==> src/rtl/seg_scan_decoder.sv <==
// Decodes a multiplexed, active-low 4-digit 7-segment scan back into a 16-bit hex value.
// Inputs are synchronized and debounced; a completed digit-0..3 sequence yields one frame.
module seg_scan_decoder #(
    parameter int STABLE_CYCLES = 4
) (
    input  logic        i_clk,
    input  logic        i_rst_n,
    input  logic [3:0]  i_dig_sel,
    input  logic [6:0]  i_seg,
    output logic [15:0] o_value,
    output logic        o_valid,
    output logic        o_err,
    output logic [7:0]  o_frame_cnt
);

    localparam logic [7:0] STABLE_MAX = 8'(STABLE_CYCLES);
    localparam logic [7:0] STABLE_HIT = 8'(STABLE_CYCLES - 1);

    typedef enum logic [2:0] {
        WAIT_D0 = 3'd0,
        WAIT_D1 = 3'd1,
        WAIT_D2 = 3'd2,
        WAIT_D3 = 3'd3,
        UPDATE  = 3'd4
    } state_t;

    logic [3:0]  r_dig_s1, r_dig_s2;
    logic [6:0]  r_seg_s1, r_seg_s2;
    logic [10:0] r_prev;
    logic [7:0]  r_stab_cnt;
    logic        r_err_flag;
    state_t      r_state;

    logic [10:0] w_cur;
    logic        w_same;
    logic        w_accept;
    logic        w_onehot;
    logic [1:0]  w_dig_idx;
    logic        w_seg_bad;
    logic [3:0]  w_dec_nib;
    logic        w_store_en;
    logic        w_err_next;
    state_t      w_state_next;
    logic [15:0] w_nibs;

    assign w_cur  = {r_dig_s2, r_seg_s2};
    assign w_same = (w_cur == r_prev);
    // Fires exactly once per dwell: the edge on which the counter steps onto STABLE_CYCLES.
    assign w_accept = w_same && (r_stab_cnt == STABLE_HIT);

    always_ff @(posedge i_clk or negedge i_rst_n) begin
        if (!i_rst_n) begin
            r_dig_s1   <= '1;
            r_dig_s2   <= '1;
            r_seg_s1   <= '1;
            r_seg_s2   <= '1;
            r_prev     <= '1;
            r_stab_cnt <= '0;
        end else begin
            r_dig_s1 <= i_dig_sel;
            r_dig_s2 <= r_dig_s1;
            r_seg_s1 <= i_seg;
            r_seg_s2 <= r_seg_s1;
            r_prev   <= w_cur;
            if (!w_same) begin
                r_stab_cnt <= '0;
            end else if (r_stab_cnt != STABLE_MAX) begin
                r_stab_cnt <= r_stab_cnt + 8'd1;
            end
        end
    end

    always_comb begin
        w_onehot  = 1'b1;
        w_dig_idx = 2'd0;
        case (r_dig_s2)
            4'b1110: w_dig_idx = 2'd0;
            4'b1101: w_dig_idx = 2'd1;
            4'b1011: w_dig_idx = 2'd2;
            4'b0111: w_dig_idx = 2'd3;
            default: w_onehot  = 1'b0;
        endcase
    end

    always_comb begin
        w_seg_bad = 1'b0;
        w_dec_nib = 4'h0;
        case (r_seg_s2)
            7'h40: w_dec_nib = 4'h0;
            7'h79: w_dec_nib = 4'h1;
            7'h24: w_dec_nib = 4'h2;
            7'h30: w_dec_nib = 4'h3;
            7'h19: w_dec_nib = 4'h4;
            7'h12: w_dec_nib = 4'h5;
            7'h02: w_dec_nib = 4'h6;
            7'h78: w_dec_nib = 4'h7;
            7'h00: w_dec_nib = 4'h8;
            7'h10: w_dec_nib = 4'h9;
            7'h08: w_dec_nib = 4'hA;
            7'h03: w_dec_nib = 4'hB;
            7'h46: w_dec_nib = 4'hC;
            7'h21: w_dec_nib = 4'hD;
            7'h06: w_dec_nib = 4'hE;
            7'h0E: w_dec_nib = 4'hF;
            default: w_seg_bad = 1'b1;
        endcase
    end

    always_comb begin
        w_state_next = r_state;
        w_store_en   = 1'b0;
        w_err_next   = r_err_flag;
        case (r_state)
            WAIT_D0: begin
                if (w_accept && w_onehot && w_dig_idx == 2'd0) begin
                    w_store_en   = 1'b1;
                    w_err_next   = w_seg_bad;
                    w_state_next = WAIT_D1;
                end
            end
            WAIT_D1, WAIT_D2, WAIT_D3: begin
                if (w_accept && w_onehot) begin
                    if (w_dig_idx == r_state[1:0]) begin
                        w_store_en   = 1'b1;
                        w_err_next   = r_err_flag | w_seg_bad;
                        w_state_next = (r_state == WAIT_D3) ? UPDATE : state_t'(r_state + 3'd1);
                    end else if (w_dig_idx == 2'd0) begin
                        // Digit 0 out of order restarts the frame from this digit.
                        w_store_en   = 1'b1;
                        w_err_next   = w_seg_bad;
                        w_state_next = WAIT_D1;
                    end else begin
                        w_err_next   = 1'b0;
                        w_state_next = WAIT_D0;
                    end
                end
            end
            UPDATE: begin
                w_err_next   = 1'b0;
                w_state_next = WAIT_D0;
            end
            default: begin
                w_err_next   = 1'b0;
                w_state_next = WAIT_D0;
            end
        endcase
    end

    always_ff @(posedge i_clk or negedge i_rst_n) begin
        if (!i_rst_n) begin
            r_state    <= WAIT_D0;
            r_err_flag <= 1'b0;
        end else begin
            r_state    <= w_state_next;
            r_err_flag <= w_err_next;
        end
    end

    for (genvar gi = 0; gi < 4; gi++) begin : g_nib
        logic [3:0] r_nib;
        always_ff @(posedge i_clk or negedge i_rst_n) begin
            if (!i_rst_n) begin
                r_nib <= 4'h0;
            end else if (w_store_en && w_dig_idx == 2'(gi)) begin
                r_nib <= w_dec_nib;
            end
        end
        assign w_nibs[4*gi +: 4] = r_nib;
    end

    always_ff @(posedge i_clk or negedge i_rst_n) begin
        if (!i_rst_n) begin
            o_value     <= 16'h0000;
            o_valid     <= 1'b0;
            o_err       <= 1'b0;
            o_frame_cnt <= 8'h00;
        end else if (r_state == UPDATE) begin
            o_value     <= w_nibs;
            o_valid     <= 1'b1;
            o_err       <= r_err_flag;
            o_frame_cnt <= o_frame_cnt + 8'd1;
        end else begin
            o_valid     <= 1'b0;
        end
    end

endmodule

==> config.mk <==
export PLATFORM = sky130hd
export DESIGN_NAME = seg_scan_decoder
export DESIGN_NICKNAME = d
export VERILOG_FILES = /design/src/rtl/seg_scan_decoder.sv
export SDC_FILE = /design/constraint.sdc
export NUM_CORES = 1
export LEC_CHECK = 0
export ABC_AREA = 1
export CAP_MARGIN = 20
export CELL_PAD_IN_SITES_DETAIL_PLACEMENT = 1
export CELL_PAD_IN_SITES_GLOBAL_PLACEMENT = 2
export CORE_MARGIN = 2
export CORE_UTILIZATION = 37
export DETAILED_ROUTE_END_ITERATION = 10
export PLACE_DENSITY = 0.86
export SYNTH_ARGS = -nofsm -noshare
export SYNTH_HDL_FRONTEND = slang
export SYNTH_SLANG_ARGS = --single-unit
==> constraint.sdc <==
create_clock -name i_clk -period 5 [get_ports i_clk]
set_clock_uncertainty 0.2 [all_clocks]
set_input_delay 1 -clock i_clk [delete_from_list [all_inputs] [get_ports i_clk]]
set_output_delay 1 -clock i_clk [all_outputs]
set_load 0.005 [all_outputs]
# Word-level counts from Yosys, hierarchy flattened
# Index checks and enable logic that the tools add are counted.
dict set report totals {
  register_bits 87
  inputBits 13
  output_inout_bits 26
  word_cells 90
}
dict set report op_classes {
  n_addsub 3
  n_eq_ne 33
  muxes 23
  n_bitwise 1
  reduce_logical 14
}
# cell count
set ops {}
lappend ops {{$pmux W4 S15} 1}
lappend ops {{$eq A7 B7 Y1 const B} 4}
lappend ops {{$eq A7 B5 Y1 const B} 3}
lappend ops {{$eq A7 B6 Y1 const B} 3}
lappend ops {{$add A8 B1 Y8 const B} 2}
lappend ops {{$mux W8} 2}
lappend ops {{$reduce_or A16 Y1} 1}
lappend ops {{$eq A7 B2 Y1 const B} 2}
lappend ops {{$eq A7 B4 Y1 const B} 2}
lappend ops {{$eq A4 B4 Y1 const B} 3}
lappend ops {{$mux W1} 12}
lappend ops {{$mux W3} 4}
lappend ops {{$eq A11 B11 Y1} 1}
lappend ops {{$eq A8 B2 Y1 const B} 1}
lappend ops {{$ne A8 B3 Y1 const B} 1}
lappend ops {{$eq A7 B3 Y1 const B} 1}
lappend ops {{$logic_and A1 B1 Y1} 7}
lappend ops {{$logic_not A7 Y1} 1}
lappend ops {{$eq A3 B2 Y1 const B} 2}
lappend ops {{$pmux W2 S3} 1}
lappend ops {{$pmux W3 S2} 1}
lappend ops {{$eq A2 B2 Y1 const B} 2}
lappend ops {{$eq A4 B3 Y1 const B} 1}
lappend ops {{$ne A2 B2 Y1 const B} 2}
lappend ops {{13 further kinds} 14}

# Depth between registers and ports, before layout
# Gate-level depths: netlist (run 1).
dict set report depth {
  ltp_word 8
  depth_mapped 13
  mapped_depth_nobuf 13
}

# Worst setup path after synthesis (run 1)
# No wires, ideal clock.
dict set report synth_timing {
  path_kind {reg-to-reg}
  from {register r_dig_s2[1]}
  to {register g_nib[2].r_nib[0]}
  setup_ps 117
  t_arrival_ps 1512
  required_time_ps 4683
  slack_ps 3171
  path_stages_with_launch 12
  path_buffers 0
  synth_period_minus_slack_ps 1829
  cell_sequence {dfstp_2 > inv_1 > nand4_1 > inv_2 > nor2_1 > inv_1 > nand2_1 > nand2_2 > o21ai_2 > nand3_1 > nand2_1 > nand2_1}
}
dict set report synth_via {
  elab_chain_cells 8
  word_cells_on_any_way 20
  classes_between {eq/ne (7); mux (7); reduce/logical (6)}
}
# item line_no
set synth_rtl {}
lappend synth_rtl {{start, declared} 27} ;# logic [3:0] r_dig_s1, r_dig_s2;
lappend synth_rtl {{start signal, assigned} 61} ;# r_dig_s2 <= r_dig_s1;
lappend synth_rtl {{$eq A4 B3 Y1 or $eq A4 B4 Y1 (tied branches)} 76} ;# case (r_dig_s2)
lappend synth_rtl {{$pmux W2 S3 or $reduce_or A4 Y1 (tied branches)} -}
lappend synth_rtl {{$logic_not A2 Y1 or $mux W1 (tied branches)} {115, 127, 76}}
lappend synth_rtl {{$mux W1 or $logic_and A1 B1 Y1 (tied branches)} {127, 115, 122}}
lappend synth_rtl {{$mux W1 or $logic_and A1 B1 Y1 (tied branches)} {123, 115}}
lappend synth_rtl {{$mux W1, on equally long branches} {122, 115}}
lappend synth_rtl {{$pmux W1 S2} 113} ;# case (r_state)
lappend synth_rtl {{$logic_and A1 B1 Y1 *} 164} ;# end else if (w_store_en && w_dig_idx == 2'(gi)) begin
lappend synth_rtl {{end signal, assigned} 165} ;# r_nib <= w_dec_nib;
lappend synth_rtl {{end, declared} 160} ;# logic [3:0] r_nib;
# Every way passes the cells marked *; elsewhere a longest branch is shown, timed or not.
# A chain may end at the register's enable or synchronous reset.

# Worst setup path after layout (run 1)
dict set report layout_timing {
  from {register o_frame_cnt[2]}
  to {output o_frame_cnt[2]}
}
# item line_no
set layout_lines {}
lappend layout_lines {{start, declared} 13} ;# output logic [7:0] o_frame_cnt
lappend layout_lines {{start signal, assigned} 181} ;# o_frame_cnt <= o_frame_cnt + 8'd1;
# No word-level cell between the ends.

==> reports/summary.txt, run 1 <==
Clk buf depth -> 2
Avg Vias per Cell -> 4.78
Xor-xnor portion of the synthesized cell area -> 2.99%
Yosys warning count -> 0
Transition at the pin with the smallest max-transition slack -> 580 ps
Cell area after technology mapping -> 3810 um^2
Root cell of the clock tree -> clkbuf_8
Synthesized netlist cell count -> 427
Hold Crit Class -> flop to flop
Worst Setup Path Type -> flop to primary output
Starting DRT DRC Count -> 78
Remaining global-route overflow -> 0
Status -> complete, no violations
Share of synthesized cell area in and, or, nand and nor gates -> 27.5%
Post-detailed-placement half-perimeter wirelength -> 5.87 mm
Post-place instance area -> 4320 um^2
Total setup buffers inserted after CTS -> 0
Number of global-route vias before repair -> 3,040
Commonest cells after routing, fill and taps aside -> nand2_1 (151), dfrtp_1 (54), inv_1 (42)
Die area -> 11,100 um^2
Nets -> 490
Required time at the endpoint of the critical path -> 3800 ps
I/O pin cnt -> 39
Critical path launch point type -> flop
Total count of hold-check failures in the final report -> 0
Initial core utilization -> 37.6%
Placed cell count -> 594
Layout Area Growth over Synthesis -> 19.6%
DRC violations left -> 0
TritonCTS clock tree -> yes
Number of resized instances in the post-cts repair step -> 0
Number of buffers added by the clock tree synthesis step -> 9
CTS H-tree depth -> 3
Kind of end point of the critical path -> primary output
Setup-violating endpoint count in the final report -> 0
Post-synthesis compound-gate area fraction -> 3.19%
Placement Rows -> 37
Chip height -> 105 um
Buffering stage count on the worst path with inverters included -> 1
Proportion of layout cells with a drive suffix above 1 -> 13.9%
Avg Cell Area, Syn -> 8.92 um^2
Share of synthesized cell area in full adder, half adder and majority cells -> 2.30%
Final weighted congestion in routability-driven placement -> 0.757
Average detailed-routed wire length per instance -> 13.0 um
Port bufs -> 38
Slowest cell on the critical path -> clkdlybuf4s50_1
Final cycle utilization of the critical path -> 50.5%
Insertion delay to the later sink of the worst-skew pair -> 370 ps
Die width -> 105 um
Most common cell after layout, fill and taps aside -> nand2_1
Final min period -> 2530 ps
Clock slew at the register clock pins of the worst setup and hold paths -> 90 ps
Fillers -> 1,196
Length of the first detailed-routing pass in iterations -> 4
Family with the most delay on the worst path -> buffers and inverters
Post-Layout Inst Area -> 4560 um^2
Max Transition Viols Final -> 0
Peak Freq -> 0.396 GHz
Total negative slack for setup checks -> 0 ps
# clock sinks -> 87
Highest cell delay on the worst timing path -> 530 ps
Count of cell types in the netlist -> 29
Largest family of logic cells by synthesized area -> simple AND/OR/NAND/NOR gates
Static leakage -> 2.26 nW
Non-filler instance count after layout -> 611
Number of synthesized register bits -> 87
WL final -> 7.92 mm
Largest net degree at the start of global routing -> 88
Utilization of the core after routing -> 44.9%
Power Dens Cells -> 292 nW/um^2
Max-Cap Viols -> 0
Share of synthesized area spent on multiplexers -> 0%
Unrepaired setup endpoints after global routing -> false
Residual antenna-violating net count after detailed routing -> 0
Biggest fanout along the worst timing path -> 4
Max VDD drop -> 193 uV
Relative slew slack -> 61.3%
Number of antenna violations at the first check in global routing -> 0
Arrival time reported for the critical path endpoint -> 1330 ps
Total global routing track utilization -> 15.8%
Total of hold buffers inserted after clock tree synthesis -> 0
Diode count -> 0
Wire length of the first global-routing pass -> 13.9 mm
CP Cell Sequence -> clkdlybuf4s50_1
Syn nets -> 447
Proportion of synthesized chip area in sequential cells -> 58.2%
Std-Cell Core Area -> 10,100 um^2
Detailed-route via count -> 2,918
==> where the power goes <==
part	leakage [nW]	internal (W)	switching [W]	total (W)
registers	1.10	0.000732	0.0000148	0.000746
logic	1.05	0.0000232	0.0000390	0.0000622
clock network	0.106	0.000265	0.000258	0.000523
==> cell families after synthesis <==
kind of cell    Yosys count
compound gates           22
flops                    87
simple gates            244
xor+xnor                 13
buf+inv                  54
fa+ha+maj                 7
==> metrics by stage <==
step,power [W],setup slack [ps],hold WS [ps]
2_1_floorplan,0.000787,3170,145
3_3_place_gp,0.000818,2690,145
3_5_place_dp,0.000821,2620,147
4_1_cts,0.00135,2450,158
5_1_grt,0.00140,2400,163
6_report,0.00133,2470,152
==> synthesized netlist by cell type, drive strengths merged <==
cell type	count	area (um^2)
o21ai	12	63.8
nor2	30	118
inv	46	173
nand3b	1	7.51
xnor2	6	52.6
dfstp	33	867
nor3	9	45.0
xor2	7	61.3
buf	3	27.5
or2	2	12.5
a21oi	7	35.0
nand4	23	144
nand3	22	115
clkbuf	5	22.5
o31ai	1	7.51
a211oi	1	7.51
and3	1	6.26
ha	7	87.6
nand2	156	598
o21a	1	7.51
dfrtp	54	1350
==> state kept, by name, summed over array words and instances, names as in the netlist, 7 cells and up <==
signal,count
o_value,16
g_nib.r_nib,16
o_frame_cnt,8
r_seg_s1,7
r_seg_s2,7
r_prev,11
r_stab_cnt,8
==> area by class of cell <==
class | instances | area [um^2] | share of cell area [%]
clock buffer | 11 | 153 | 3.35
clock inverter | 5 | 61.3 | 1.35
inverter | 46 | 173 | 3.79
multi-input combinational | 286 | 1370 | 30.0
sequential | 87 | 2220 | 48.7
tap | 136 | 170 | 3.73
timing repair buffer | 40 | 413 | 9.06
==> path summary, 6_finish.rpt <==
path                                                  from                       endpoint  slack, ps  depth (start not counted)
max in group asynchronous                          i_rst_n            r_prev[5]$_DFF_PN1_       3660                          2
worst min register to register       r_dig_s1[1]$_DFF_PN1_          r_dig_s2[1]$_DFF_PN1_        150                          0
worst max register to register       r_dig_s2[1]$_DFF_PN1_  g_nib[1].r_nib[1]$_DFFE_PN0P_       2660                          9
worst max-delay path            o_frame_cnt[2]$_DFFE_PN0P_                 o_frame_cnt[2]       2470                          1
min in group asynchronous                          i_rst_n         o_value[5]$_DFFE_PN0P_        270                          1
worst min-delay path                 r_dig_s1[1]$_DFF_PN1_          r_dig_s2[1]$_DFF_PN1_        150                          0
==> metal layers <==
layer / up-vias / track usage, % / part of all wire (%)
met5: - / 0 / 0
met4: 0 / 7.43 / 2.1
met3: 14 / 3.59 / 3.6
met2: 46 / 26.8 / 51
met1: 1420 / 19.1 / 43
li1: 1438 / - / -
Power figures use the tool's default switching activity.
==> inputs of run 2 (changes only) <==
--- a/config.mk
+++ b/config.mk
@@ -10,9 +10,9 @@
 export CELL_PAD_IN_SITES_DETAIL_PLACEMENT = 1
 export CELL_PAD_IN_SITES_GLOBAL_PLACEMENT = 2
 export CORE_MARGIN = 2
-export CORE_UTILIZATION = 37
+export CORE_UTILIZATION = 35
 export DETAILED_ROUTE_END_ITERATION = 10
-export PLACE_DENSITY = 0.86
+export PLACE_DENSITY = 0.82
 export SYNTH_ARGS = -nofsm -noshare
 export SYNTH_HDL_FRONTEND = slang
 export SYNTH_SLANG_ARGS = --single-unit
==> constraint.sdc (replaced) <==
create_clock -name i_clk -period 2.5 [get_ports i_clk]
set_clock_uncertainty 0.2 [all_clocks]
set_input_delay 0.5 -clock i_clk [delete_from_list [all_inputs] [get_ports i_clk]]
set_output_delay 0.5 -clock i_clk [all_outputs]
set_load 0.005 [all_outputs]
==> reports/summary.txt, run 2 (synthesized netlist as in run 1, its figures left out) <==
Status -> complete, no violations (unchanged)
Total global routing track utilization -> 15.9% (was 15.8%)
Switching portion of total power -> 23.2% (was 23.4%)
Clk buf depth -> 2 (unchanged)
Placement Rows -> 38 (was 37)
Remaining global-route overflow -> 0 (unchanged)
Reg-to-reg startpoint -> r_dig_s2[1]$_DFF_PN1_ (unchanged)
Most used cell along the critical path -> nand2_1
Worst hold endpoint -> r_dig_s2[1]$_DFF_PN1_ (unchanged)
Wire length of the first global-routing pass -> 14.3 mm (was 13.9 mm)
CP Cell Sequence -> inv_1 -> nand4_1 -> inv_2 -> nor2_1 -> inv_1 -> nand2_1 -> nand2_2 -> o21ai_4 -> nand3_1 -> nand2_1 -> nand2_1 (was clkdlybuf4s50_1)
Kind of end point of the critical path -> flop (was primary output)
TritonCTS clock tree -> yes (unchanged)
Required time at the endpoint of the critical path -> 2560 ps (was 3800 ps)
Power Dens Cells -> 565 nW/um^2 (was 292 nW/um^2)
Final cycle utilization of the critical path -> 86.8%
Clock slew at the register clock pins of the worst setup and hold paths -> 80 ps (was 90 ps)
Setup-violating endpoint count in the final report -> 0 (unchanged)
Total negative slack for setup checks -> 0 ps (unchanged)
Biggest fanout along the worst timing path -> 10 (was 4)
Worst r2r path cells -> 11 (was 9)
Max Transition Viols Final -> 0 (unchanged)
Proportion of layout cells with a drive suffix above 1 -> 14.2% (was 13.9%)
Most common cell after layout, fill and taps aside -> nand2_1 (unchanged)
Post-detailed-placement half-perimeter wirelength -> 6.05 mm (was 5.87 mm)
Hold Crit Class -> flop to flop (unchanged)
Final min period -> 2170 ps
Switching power of the nets -> 0.000599 W (was 0.000312 W)
Highest cell delay on the worst timing path -> 570 ps (was 530 ps)
Peak Freq -> 0.461 GHz
Total count of hold-check failures in the final report -> 0 (unchanged)
Sequential Power Share -> 57.7% (was 56.0%)
Detailed-route via count -> 2,885 (was 2,918)
Relative slew slack -> 74.1% (was 61.3%)
Initial core utilization -> 35.5% (was 37.6%)
Slowest cell on the critical path -> dfstp_2 (was clkdlybuf4s50_1)
Average detailed-routed wire length per instance -> 13.1 um (was 13.0 um)
Avg Vias per Cell -> 4.66 (was 4.78)
Worst hold path depth -> 0 (unchanged)
Largest net degree at the start of global routing -> 43 (was 88)
Number of buffers added by the clock tree synthesis step -> 9 (unchanged)
Die area -> 11,700 um^2 (was 11,100 um^2)
Insertion delay to the later sink of the worst-skew pair -> 370 ps (about the same)
Post-place instance area -> 4370 um^2 (was 4320 um^2)
Area taken by multi-input logic gates -> 1380 um^2 (was 1370 um^2)
DRC violations left -> 0 (unchanged)
Worst hold start -> r_dig_s1[1]$_DFF_PN1_ (unchanged)
Residual antenna-violating net count after detailed routing -> 0 (unchanged)
# clock sinks -> 87 (unchanged)
Registers with the most flip-flops -> g_nib.r_nib x16, o_value x16, r_prev x11 (unchanged)
Family with the most delay on the worst path -> simple AND/OR/NAND/NOR gates (was buffers and inverters)
Chip height -> 108 um (was 105 um)
Layout Area Growth over Synthesis -> 20.3% (was 19.6%)
Utilization of the core after routing -> 42.6% (was 44.9%)
Fillers -> 1,284 (was 1,196)
Clock network power share -> 37.4% (was 39.3%)
Worst reg2reg endpoint -> g_nib[1].r_nib[3]$_DFFE_PN0P_ (was g_nib[1].r_nib[1]$_DFFE_PN0P_)
Die width -> 108 um (was 105 um)
Diode count -> 0 (unchanged)
Buffering stage count on the worst path with inverters included -> 3 (was 1)
Combinational cell fraction of total power -> 5.0% (was 4.7%)
Max VDD drop -> 284 uV (was 193 uV)
Number of global-route vias before repair -> 2,932 (was 3,040)
Starting DRT DRC Count -> 103 (was 78)
Arrival time reported for the critical path endpoint -> 2230 ps (was 1330 ps)
Root cell of the clock tree -> clkbuf_8 (unchanged)
Nets -> 495 (was 490)
WL final -> 8.08 mm (was 7.92 mm)
Unrepaired setup endpoints after global routing -> false (unchanged)
Number of antenna violations at the first check in global routing -> 0 (unchanged)
Port bufs -> 38 (unchanged)
Worst Setup Path Type -> flop to flop (was flop to primary output)
Transition at the pin with the smallest max-transition slack -> 388 ps (was 580 ps)
Length of the first detailed-routing pass in iterations -> 4 (unchanged)
Slack of the worst reg-to-reg path -> 330 ps (was 2660 ps)
Std-Cell Core Area -> 10,700 um^2 (was 10,100 um^2)
Sequential cell area -> 2220 um^2 (unchanged)
Commonest cells after routing, fill and taps aside -> nand2_1 (151), dfrtp_1 (54), inv_1 (42) (unchanged)
Max-Cap Viols -> 0 (unchanged)
Critical path launch point type -> flop (unchanged)
Final weighted congestion in routability-driven placement -> 0.809 (was 0.757)
Internal Power -> 0.00199 W (was 0.00102 W)
Post-Layout Inst Area -> 4580 um^2 (was 4560 um^2)
I/O pin cnt -> 39 (unchanged)
CTS H-tree depth -> 3 (unchanged)
Static leakage -> 2.27 nW (was 2.26 nW)
run 2: final cells by class:
class	instances	area share [%]
clock buffers	13	3.96
inverters	46	3.77
well taps	140	3.82
multi-input cells	286	30.0
flip-flops and latches	87	48.4
repair buffers	45	9.72
clock inverters	2	0.273
run 2: power by group through the flow:
| stage | Combinational [W] | Sequential (W) | Clock (W) |
|---|---|---|---|
| finish | 0.000129 | 0.00149 | 0.000967 |
| global route | 0.000149 | 0.00150 | 0.00108 |
| CTS | 0.000132 | 0.00149 | 0.00101 |
| detailed placement | 0.000130 | 0.00152 | 0 |
| global placement | 0.000127 | 0.00152 | 0 |
| floorplan | 0.0000677 | 0.00151 | 0 |
run 2: worst max path at each step:
| stage | startpoint | end | slack [ps] | cells after the start |
|---|---|---|---|---|
| global placement | r_dig_s2[1]$_DFF_PN1_ | g_nib[3].r_nib[0]$_DFFE_PN0P_ | 310 | 9 |
| CTS | r_dig_s2[1]$_DFF_PN1_ | g_nib[1].r_nib[3]$_DFFE_PN0P_ | 210 | 9 |
| global route | r_dig_s2[1]$_DFF_PN1_ | g_nib[3].r_nib[2]$_DFFE_PN0P_ | 30 | 11 |
| detailed placement | r_dig_s2[1]$_DFF_PN1_ | g_nib[1].r_nib[3]$_DFFE_PN0P_ | 250 | 9 |
| floorplan | r_dig_s2[1]$_DFF_PN1_ | g_nib[2].r_nib[0]$_DFFE_PN0P_ | 670 | 11 |
| finish | r_dig_s2[1]$_DFF_PN1_ | g_nib[1].r_nib[3]$_DFFE_PN0P_ | 330 | 11 |
run 2: routing by layer:
layer | share of wire [%] | track usage (%) | vias up
li1 | - | - | 1447
met2 | 46 | 24.8 | 43
met3 | 3.3 | 4.70 | 12
met1 | 49 | 21.1 | 1383
met5 | 0 | 0 | -
met4 | 1.6 | 5.49 | 0
run 2: timing repair:
| item | CTS | global route |
|---|---|---|
| hold buffers | 1 | 0 |
| resized for setup | 0 | 1 |
| setup endpoints to repair | 0 | 9 |
| buffers inserted | 0 | 0 |
| endpoints found under the hold margin | 12 | 0 |
run 2: stage by stage:
step | instances | total power [W] | hold WS (ps) | worst slack (ps)
2_1_floorplan | 427 | 0.00157 | 4.41 | 671
3_3_place_gp | 603 | 0.00164 | 145 | 307
3_5_place_dp | 603 | 0.00165 | 147 | 250
4_1_cts | 619 | 0.00264 | 159 | 210
5_1_grt | 619 | 0.00273 | 162 | 27.8
6_report | 619 | 0.00259 | 158 | 330
